`src/rtl/axis_frame_to_axi_wr.sv`:
```
// AXI-Stream frame to AXI4 fixed-length INCR burst writer into a memory ring buffer.
// Build macro A2A_KEEP_TO_STRB_EN: data-beat wstrb follows s_axis_tkeep (otherwise all ones).
module axis_frame_to_axi_wr #(
  parameter int unsigned DATA_WIDTH      = 64,
  parameter int unsigned ADDR_WIDTH      = 32,
  parameter int unsigned BURST_LEN       = 16,
  parameter int unsigned MAX_FRAME_BEATS = 256,
  parameter int unsigned RING_BURSTS     = 64,
  parameter int unsigned MAX_OUTSTANDING = 4
) (
  input  logic                              axi_aclk,
  input  logic                              axi_aresetn,
  input  logic                              cfg_enable,
  input  logic [ADDR_WIDTH-1:0]             cfg_base_addr,
  input  logic [DATA_WIDTH-1:0]             s_axis_tdata,
  input  logic [DATA_WIDTH/8-1:0]           s_axis_tkeep,
  input  logic                              s_axis_tvalid,
  output logic                              s_axis_tready,
  input  logic                              s_axis_tlast,
  output logic [ADDR_WIDTH-1:0]             m_axi_awaddr,
  output logic [7:0]                        m_axi_awlen,
  output logic [2:0]                        m_axi_awsize,
  output logic [1:0]                        m_axi_awburst,
  output logic                              m_axi_awvalid,
  input  logic                              m_axi_awready,
  output logic [DATA_WIDTH-1:0]             m_axi_wdata,
  output logic [DATA_WIDTH/8-1:0]           m_axi_wstrb,
  output logic                              m_axi_wlast,
  output logic                              m_axi_wvalid,
  input  logic                              m_axi_wready,
  input  logic [1:0]                        m_axi_bresp,
  input  logic                              m_axi_bvalid,
  output logic                              m_axi_bready,
  output logic                              frame_done,
  output logic [$clog2(MAX_FRAME_BEATS):0]  frame_beats,
  output logic                              frame_trunc,
  output logic                              bresp_err,
  output logic [3:0]                        outstanding
);

  localparam int unsigned STRB_W      = DATA_WIDTH / 8;
  localparam int unsigned BCNT_W      = (BURST_LEN > 1) ? $clog2(BURST_LEN) : 1;
  localparam int unsigned FB_W        = $clog2(MAX_FRAME_BEATS) + 1;
  localparam int unsigned IDX_W       = (RING_BURSTS > 1) ? $clog2(RING_BURSTS) : 1;
  localparam int unsigned BURST_BYTES = BURST_LEN * STRB_W;

  localparam logic [BCNT_W-1:0] LAST_BEAT   = BCNT_W'(BURST_LEN - 1);
  localparam logic [FB_W-1:0]   FRAME_LIMIT = FB_W'(MAX_FRAME_BEATS);
  localparam logic [3:0]        OUT_LIMIT   = 4'(MAX_OUTSTANDING);

  typedef enum logic [2:0] {S_IDLE, S_ADDR, S_DATA, S_PAD, S_DROP} state_t;

  state_t                 state;
  logic [IDX_W-1:0]       idx;
  logic [BCNT_W-1:0]      beat_cnt;
  logic [FB_W-1:0]        frame_cnt;
  logic [ADDR_WIDTH-1:0]  base_q;
  logic                   pad_valid;
  logic                   drop_ready;

  logic                   in_data;
  logic                   w_hs;
  logic                   s_hs;
  logic                   burst_end;
  logic                   can_issue;
  logic                   b_inc;
  logic                   b_dec;
  logic [BCNT_W-1:0]      beat_nxt;
  logic [FB_W-1:0]        frame_nxt;
  logic [IDX_W-1:0]       idx_nxt;
  logic [ADDR_WIDTH-1:0]  ring_off;
  logic [STRB_W-1:0]      data_strb;

  assign m_axi_awlen   = 8'(BURST_LEN - 1);
  assign m_axi_awsize  = 3'($clog2(STRB_W));
  assign m_axi_awburst = 2'b01;
  assign m_axi_bready  = 1'b1;

`ifdef A2A_KEEP_TO_STRB_EN
  assign data_strb = s_axis_tkeep;
`else
  logic unused_keep;
  assign unused_keep = ^s_axis_tkeep;
  assign data_strb   = '1;
`endif

  // Only the DATA state passes stream/W handshakes through; elsewhere outputs come from flops.
  assign in_data       = (state == S_DATA);
  assign s_axis_tready = in_data ? m_axi_wready  : drop_ready;
  assign m_axi_wvalid  = in_data ? s_axis_tvalid : pad_valid;
  assign m_axi_wdata   = in_data ? s_axis_tdata  : '0;
  assign m_axi_wstrb   = in_data ? data_strb     : '0;

  assign w_hs      = m_axi_wvalid && m_axi_wready;
  assign s_hs      = s_axis_tvalid && s_axis_tready;
  assign burst_end = (beat_cnt == LAST_BEAT);
  assign can_issue = (outstanding < OUT_LIMIT);
  assign b_inc     = w_hs && m_axi_wlast;
  assign b_dec     = m_axi_bvalid && (outstanding != 4'd0);
  assign beat_nxt  = beat_cnt + 1'b1;
  assign frame_nxt = frame_cnt + 1'b1;
  assign idx_nxt   = (RING_BURSTS == 1) ? '0 : idx + 1'b1;
  assign ring_off  = ADDR_WIDTH'(idx) * ADDR_WIDTH'(BURST_BYTES);

  always_ff @(posedge axi_aclk or negedge axi_aresetn) begin
    if (!axi_aresetn) begin
      state         <= S_IDLE;
      idx           <= '0;
      beat_cnt      <= '0;
      frame_cnt     <= '0;
      base_q        <= '0;
      pad_valid     <= 1'b0;
      drop_ready    <= 1'b0;
      m_axi_awaddr  <= '0;
      m_axi_awvalid <= 1'b0;
      m_axi_wlast   <= 1'b0;
      frame_done    <= 1'b0;
      frame_beats   <= '0;
      frame_trunc   <= 1'b0;
      bresp_err     <= 1'b0;
      outstanding   <= '0;
    end else begin
      frame_done  <= 1'b0;
      outstanding <= outstanding + 4'(b_inc) - 4'(b_dec);
      if (m_axi_bvalid && (m_axi_bresp != 2'b00)) bresp_err <= 1'b1;

      case (state)
        S_IDLE: begin
          if (cfg_enable && s_axis_tvalid && can_issue) begin
            state         <= S_ADDR;
            base_q        <= cfg_base_addr;
            m_axi_awaddr  <= cfg_base_addr + ring_off;
            m_axi_awvalid <= 1'b1;
            frame_cnt     <= '0;
          end
        end
        S_ADDR: begin
          // awvalid, once raised, is held with a stable address until accepted
          if (m_axi_awvalid) begin
            if (m_axi_awready) begin
              m_axi_awvalid <= 1'b0;
              state         <= S_DATA;
              beat_cnt      <= '0;
              idx           <= idx_nxt;
              m_axi_wlast   <= (BURST_LEN == 1);
            end
          end else if (can_issue) begin
            m_axi_awvalid <= 1'b1;
          end
        end
        S_DATA: begin
          if (w_hs) begin
            beat_cnt    <= beat_nxt;
            frame_cnt   <= frame_nxt;
            m_axi_wlast <= (beat_nxt == LAST_BEAT) && !burst_end;
            if (s_axis_tlast && burst_end) begin
              state       <= S_IDLE;
              frame_done  <= 1'b1;
              frame_beats <= frame_nxt;
              frame_trunc <= 1'b0;
            end else if (s_axis_tlast) begin
              state     <= S_PAD;
              pad_valid <= 1'b1;
            end else if (frame_nxt == FRAME_LIMIT) begin
              state       <= S_DROP;
              drop_ready  <= 1'b1;
              frame_done  <= 1'b1;
              frame_beats <= frame_nxt;
              frame_trunc <= 1'b1;
            end else if (burst_end) begin
              state        <= S_ADDR;
              m_axi_awaddr <= base_q + ring_off;
            end
          end
        end
        S_PAD: begin
          if (w_hs) begin
            beat_cnt    <= beat_nxt;
            m_axi_wlast <= (beat_nxt == LAST_BEAT) && !burst_end;
            if (burst_end) begin
              state       <= S_IDLE;
              pad_valid   <= 1'b0;
              frame_done  <= 1'b1;
              frame_beats <= frame_cnt;
              frame_trunc <= 1'b0;
            end
          end
        end
        S_DROP: begin
          if (s_hs && s_axis_tlast) begin
            state      <= S_IDLE;
            drop_ready <= 1'b0;
          end
        end
        default: state <= S_IDLE;
      endcase
    end
  end

endmodule

```
`config.mk`:
```
export PLATFORM = sky130hd
export DESIGN_NAME = axis_frame_to_axi_wr
export DESIGN_NICKNAME = d
export VERILOG_FILES = /design/src/rtl/axis_frame_to_axi_wr.sv
export SDC_FILE = /design/constraint.sdc
export NUM_CORES = 1
export LEC_CHECK = 0
export ABC_CLOCK_PERIOD_IN_PS = 4300
export CORE_AREA = 2 2 136 138
export CTS_CLUSTER_DIAMETER = 200
export DETAILED_ROUTE_END_ITERATION = 10
export DIE_AREA = 0 0 138 140
export PLACE_DENSITY_LB_ADDON = 0.25
export SYNTH_ARGS = -nofsm -noshare
export SYNTH_HDL_FRONTEND = slang
export SYNTH_SLANG_ARGS = --single-unit
export TNS_END_PERCENT = 100
```
`constraint.sdc`:
```
create_clock -name axi_aclk -period 4.3 [get_ports axi_aclk]
set_clock_uncertainty 0.2 [all_clocks]
set_input_delay 0.645 -clock axi_aclk [delete_from_list [all_inputs] [get_ports axi_aclk]]
set_output_delay 0.645 -clock axi_aclk [all_outputs]
set_load 0.02 [all_outputs]
```
# Word-level counts from Yosys, hierarchy flattened
# Cells that the tools add are included.
dict set report totals {
  ff_bits 106
  in_bits 114
  elab_cells 145
}
dict set report classes {
  addsub 7
  order_cmp 1
  eq_ne 24
  n_mux 68
  reduce_logical 30
}
# cell count
set ops {}
lappend ops {{32-bit 2-to-1 mux} 6}
lappend ops {{9-bit 2-to-1 mux} 8}
lappend ops {{32-bit by 13-bit adder with 32-bit output} 2}
lappend ops {{64-bit 2-to-1 mux} 1}
lappend ops {{32-bit case mux with 2 select lines} 1}
lappend ops {{9-bit case mux with 2 select lines} 2}
lappend ops {{3-bit 2-to-1 mux} 11}
lappend ops {{1-bit 2-to-1 mux} 27}
lappend ops {{2-bit != test (second input constant)} 10}
lappend ops {{6-bit AND reduction} 3}
lappend ops {{3-bit case mux with 5 select lines} 1}
lappend ops {{4-bit 2-to-1 mux} 3}
lappend ops {{1-bit case mux with 2 select lines} 6}
lappend ops {{2-bit nonzero test} 6}
lappend ops {{1-bit logical AND} 10}
lappend ops {{9-bit by 1-bit adder with 9-bit output (second input constant)} 1}
lappend ops {{9-bit equality test (second input constant)} 1}
lappend ops {{4-bit equality test (second input constant)} 2}
lappend ops {{8-bit 2-to-1 mux} 1}
lappend ops {{2-bit by 1-bit != test with 1-bit output (second input constant)} 4}
lappend ops {{4-bit case mux with 2 select lines} 1}
lappend ops {{8-bit AND reduction} 1}
lappend ops {{7-bit AND reduction} 1}
lappend ops {{6-bit by 1-bit adder with 6-bit output (second input constant)} 1}
lappend ops {{other kinds (17)} 20}

# Depth between registers and ports, before layout
dict set report logic_depth {
  depth_word 7
  depth_mapped 18
  ltp_nobuf 13
}

# Least setup slack after synthesis
# No wires, ideal clock.
dict set report synth_path {
  path_type {register -> register}
  startpoint {reg state[2]}
  endpoint {reg m_axi_awaddr[29]}
  setup_ns 0.127
  arrival_ns 3.934
  slack_ns 0.039
  path_stages_with_launch 19
  path_buffers 5
  synth_period_minus_slack_ns 4.261
  path_cell_list {dfrtp_1 buf_2 or3b_1 buf_4 clkinv_1 clkbuf_1 buf_2 buf_2 nand2_1 nand2_1 ha_1 inv_1 fa_1 nor2b_1 o31ai_1 a2111oi_4 nand4_1 xor2_1 mux2_1}
}
dict set report synth_between {
  elab_chain_cells 5
}
# item line_no
set synth_lines {}
lappend synth_lines {{start: declaration} 53} ;# state_t state;
lappend synth_lines {{start signal: assignment} 107} ;# state <= S_IDLE;
lappend synth_lines {{start signal: assignment} 130} ;# state <= S_ADDR;
lappend synth_lines {{start signal: assignment} 142} ;# state <= S_DATA;
lappend synth_lines {{3-bit by 2-bit equality test with 1-bit output (*)} 88} ;# assign in_data = (state == S_DATA);
lappend synth_lines {{named net in_data} 61} ;# logic in_data;
lappend synth_lines {{1-bit 2-to-1 mux} 90} ;# assign m_axi_wvalid = in_data ? s_axis_tvalid : pad_valid;
lappend synth_lines {{1-bit logical AND} 94} ;# assign w_hs = m_axi_wvalid && m_axi_wready;
lappend synth_lines {{2-bit by 1-bit != test with 1-bit output (no line)} -}
lappend synth_lines {{7-bit AND reduction (no line)} -}
lappend synth_lines {{end signal: assignment} 132} ;# m_axi_awaddr <= cfg_base_addr + ring_off;
lappend synth_lines {{end signal: assignment} 172} ;# m_axi_awaddr <= base_q + ring_off;
lappend synth_lines {{end: declaration} 20} ;# output logic [ADDR_WIDTH-1:0] m_axi_awaddr,
# The timed path passes the listed nets; every way through them passes the cells marked *.
# A chain may end at the register's enable or synchronous reset.

# Worst setup path after layout
dict set report layout_path {
  startpoint {reg state[0]}
  endpoint {reg m_axi_awaddr[31]}
}
dict set report layout_between {
  elab_chain_cells 5
}
# item line_no
set layout_lines {}
lappend layout_lines {{3-bit by 2-bit equality test with 1-bit output} {88, 127}}
lappend layout_lines {{1-bit 2-to-1 mux} 90}
lappend layout_lines {{1-bit logical AND} 94}
lappend layout_lines {{2-bit by 1-bit != test with 1-bit output (no line)} -}
lappend layout_lines {{7-bit AND reduction (no line)} -}
# Several ways; a longest one is shown, not always the timed one.

==> impl_metrics.yaml <==
logic_synthesis:
  share_of_synthesized_cell_area_in_full_adder_half_adder_and_majority_cells_pct: 3.82
  seq_area_frac_synth_pct: 40.1
  postSynthCellCount: 663
  synthesized_area_fraction_occupied_by_ao_oa_aoi_and_oai_cells_pct: 10.1
  synthXorXnorAreaFrac_pct: 5.55
  main_combinational_cell_family_by_area_after_synthesis: "simple AND/OR/NAND/NOR gates"
  yosys-top-cells-area: "dfrtp_1, mux2_2, and2_1, mux2_1, nand2_1"
  syn_avg_cell_area_um2: 9.99
  synth_simple_gate_area_share_pct: 18.6
  synth-edff-count: 0
  post-synth-top-area-cell: "dfrtp_1"
  asyncSetResetFlopFracSynth_pct: 100
  yosys_register_bits: 106
  yosysUniqueCellTypes: 66
  post_synthesis_cell_area_um2: 6620
  number_of_warning_messages_in_the_yosys_log: 0
  yosys-mux-area-fraction_pct: 15.3
  synth-main-ff-cell: "dfrtp_1"
  synthDominantCellAreaShare_pct: 40.1
power:
  power.density_nw_per_um2: 535
  totalPowerFinal_mw: 4.99
  power.leakage_nw: 4.07
  power.ir.vdd_worst_mv: 0.339
clock_tree:
  clock_root_cell: "clkbuf_16"
  cts_tree: "yes"
  post_cts_hold_buffer_count: 0
  cts.sinks: 106
  cts_max_path_buffers: 2
  cts_max_level: 3
  path_clk_slew_ns: 0.07
  post_cts_buffers: 0
  cts.repair.resized: 0
  cts_made_buffers: 9
  worst_skew_pair.late_latency_ns: 0.36
floorplanning:
  floorplan.core_area_um2: 17800
  std_cell_rows: 49
  dieArea_um2: 19300
  fp.dieH_um: 140
  die_width_um: 138
  i_o_pin_total: 252
  effective_utilization_at_floorplan_pct: 37.2
setup_path:
  worstPathCellList: "or3b_2 > inv_2 > buf_12 > nand2_1 > nand2_1 > ha_1 > nor2b_1 > o31ai_1 > a2111oi_4 > buf_4 > nand4_1 > xor2_1 > mux2_2"
  worst_setup_path_start_kind: "flop"
  cp.required_ns: 4.34
  critPathKind: "flop to flop"
  slowest_delay_ns: 0.62
  timing.critical_path.fanout_max: 92
  worst-endpoint-arrival_ns: 3.91
  worst_path_slowest_cell: "or3b_2"
  crit_top_cell: "nand2_1"
  end_kind: "flop"
drt:
  detail_route.wirelength_um: 17500
  firstDrtPassIters: 4
  drtAntennaViolNets: 0
  drt_drc_violations_left: 0
  routed-via-count: 5518
  detail_route.vias_per_cell: 4.99
  detailedRoute.firstIterationViolations: 304
  post_drt_wl_per_cell_um: 15.8
finish:
  post_route_cells_drive_above_1_share_pct: 10.0
  design.final.nets: 1004
  area_growth_from_synthesis_to_layout_pct: 40.9
  final_util_pct: 52.5
  most-common-layout-cells: "clkdlybuf4s50_1, dfrtp_1, nand2_1"
  n_antenna_cell: 0
  final_common_cell: "clkdlybuf4s50_1"
flow_run:
  max_cap_violation_count: 0
timing:
  timing.max_slew.rel_slack_pct: 44.0
  fin_hold_ws_ns: 0.160
  timing_max_transition_violations_final: 0
  fmaxAchievable_ghz: 0.259
  timing.final.hold_violations: 0
  final_period_minus_worst_setup_slack_ns: 3.87
  setup_viol: 0
  worstMarginPinSlew_ns: 0.840
  period_share_pct: 90.0
  setup-tns-final_ns: 0
  grt_setup_unrepaired: "false"
place:
  dp_hpwl_um: 12900
  port_buffers: 229
  routability_congestion_estimate_from_global_placement: 0.844
grt:
  grt_start_max_net_pins: 93
  initial_antenna_violation_count: 0
  global_route_wire_length_before_repair_um: 28800
  busiest_layer: "met2"
  groute.layer.met3.usage_pct: 3.25
  global_route.overflow_total: 0
  gr-usage-met1_pct: 23.4
  grt_use_total_pct: 18.3
  grt.met2_usage_pct: 31.6
  first_global_vias: 5500
outcome:
  status: "completed"
hold_path:
  holdCritPathClass: "input pin to async pin"
==> stage by stage <==
step	setup slack, ns	cells	area (um^2)
2_1_floorplan	0.0385	675	6670
3_3_place_gp	0.499	1089	9000
3_5_place_dp	0.437	1089	9000
4_1_cts	0.421	1105	9330
5_1_grt	0.169	1105	9330
6_report	0.432	1105	9330
==> registers in the layout, summed over array words and instances (netlist names), 3 cells and up <==
name,flops
frame_beats,9
m_axi_awaddr,32
beat_cnt,4
base_q,32
idx,6
state,3
outstanding,4
frame_cnt,9
==> worst paths after layout <==
| path | startpoint | depth (start not counted) | endpoint | slack (ns) |
|---|---|---|---|---|
| worst max-delay path | state[0] | 13 | m_axi_awaddr[31] | 0.43 |
| worst min-delay path | axi_aresetn | 1 | frame_beats[4] | 0.16 |
| worst max register to register | state[0] | 13 | m_axi_awaddr[31] | 0.43 |
| worst min register to register | bresp_err | 1 | bresp_err | 0.28 |
| max in group asynchronous | axi_aresetn | 2 | pad_valid | 2.87 |
| min in group axi_aclk | bresp_err | 1 | bresp_err | 0.28 |
==> cells by family (layout without fill, tap and decap cells) <==
group / after synthesis / count (layout)
buf+inv: 78 / 279
other cells: 2 / 14
fa+ha+maj: 19 / 19
simple gates: 235 / 235
flops: 106 / 106
mux: 91 / 91
compound gates: 90 / 90
xor+xnor: 42 / 42
==> Yosys cell counts, drive strengths merged, types with 2 or more instances <==
cell,n
dfrtp,106
nand2,83
mux2,71
and2,68
buf,37
o21ai,26
nand3,23
a21oi,22
inv,22
xor2,22
mux2i,20
xnor2,20
clkbuf,18
ha,17
nor2,16
and3,10
nand4,8
a2111oi,7
o31ai,7
a21boi,4
nand2b,4
nor3,4
or3,4
a21o,3
and4,3
nand3b,3
nor2b,3
o31a,3
a41o,2
conb,2
fa,2
nor3b,2
o211ai,2
o41ai,2
==> report_power, final <==
group | internal [mW] | switching, mW | leakage, nW
logic | 1.19 | 1.26 | 2.57
clock network | 0.531 | 0.392 | 0.154
registers | 1.36 | 0.253 | 1.34
==> cell type report <==
class / instances / area, um^2
Inverter: 23 / 86.3
Timing Repair Buffer: 240 / 2380
Clock inverter: 5 / 86.3
Multi-Input combinational cell: 491 / 3590
Tap cell: 229 / 287
Fill cell: 1647 / 8450
Clock buffer: 11 / 243
Sequential cell: 106 / 2650
==> metal layers <==
metal	share of wire, %	up-vias
li1	-	2657
met1	44	2659
met2	49	183
met3	5.4	19
met4	1.5	0
met5	0	-
==> critical path, delay by kind of cell, from the launching register on <==
family | cells | cell delay [ns]
muxes | 1 | 0.26
adders and majority gates | 1 | 0.27
and+or+nand+nor | 5 | 1.09
xor gates and xnor gates | 1 | 0.08
DFF | 1 | 0.52
buffers and inverters | 3 | 0.69
AOI/OAI and AO/OA | 2 | 0.64
No activity file was read; power rests on OpenSTA's default activity.
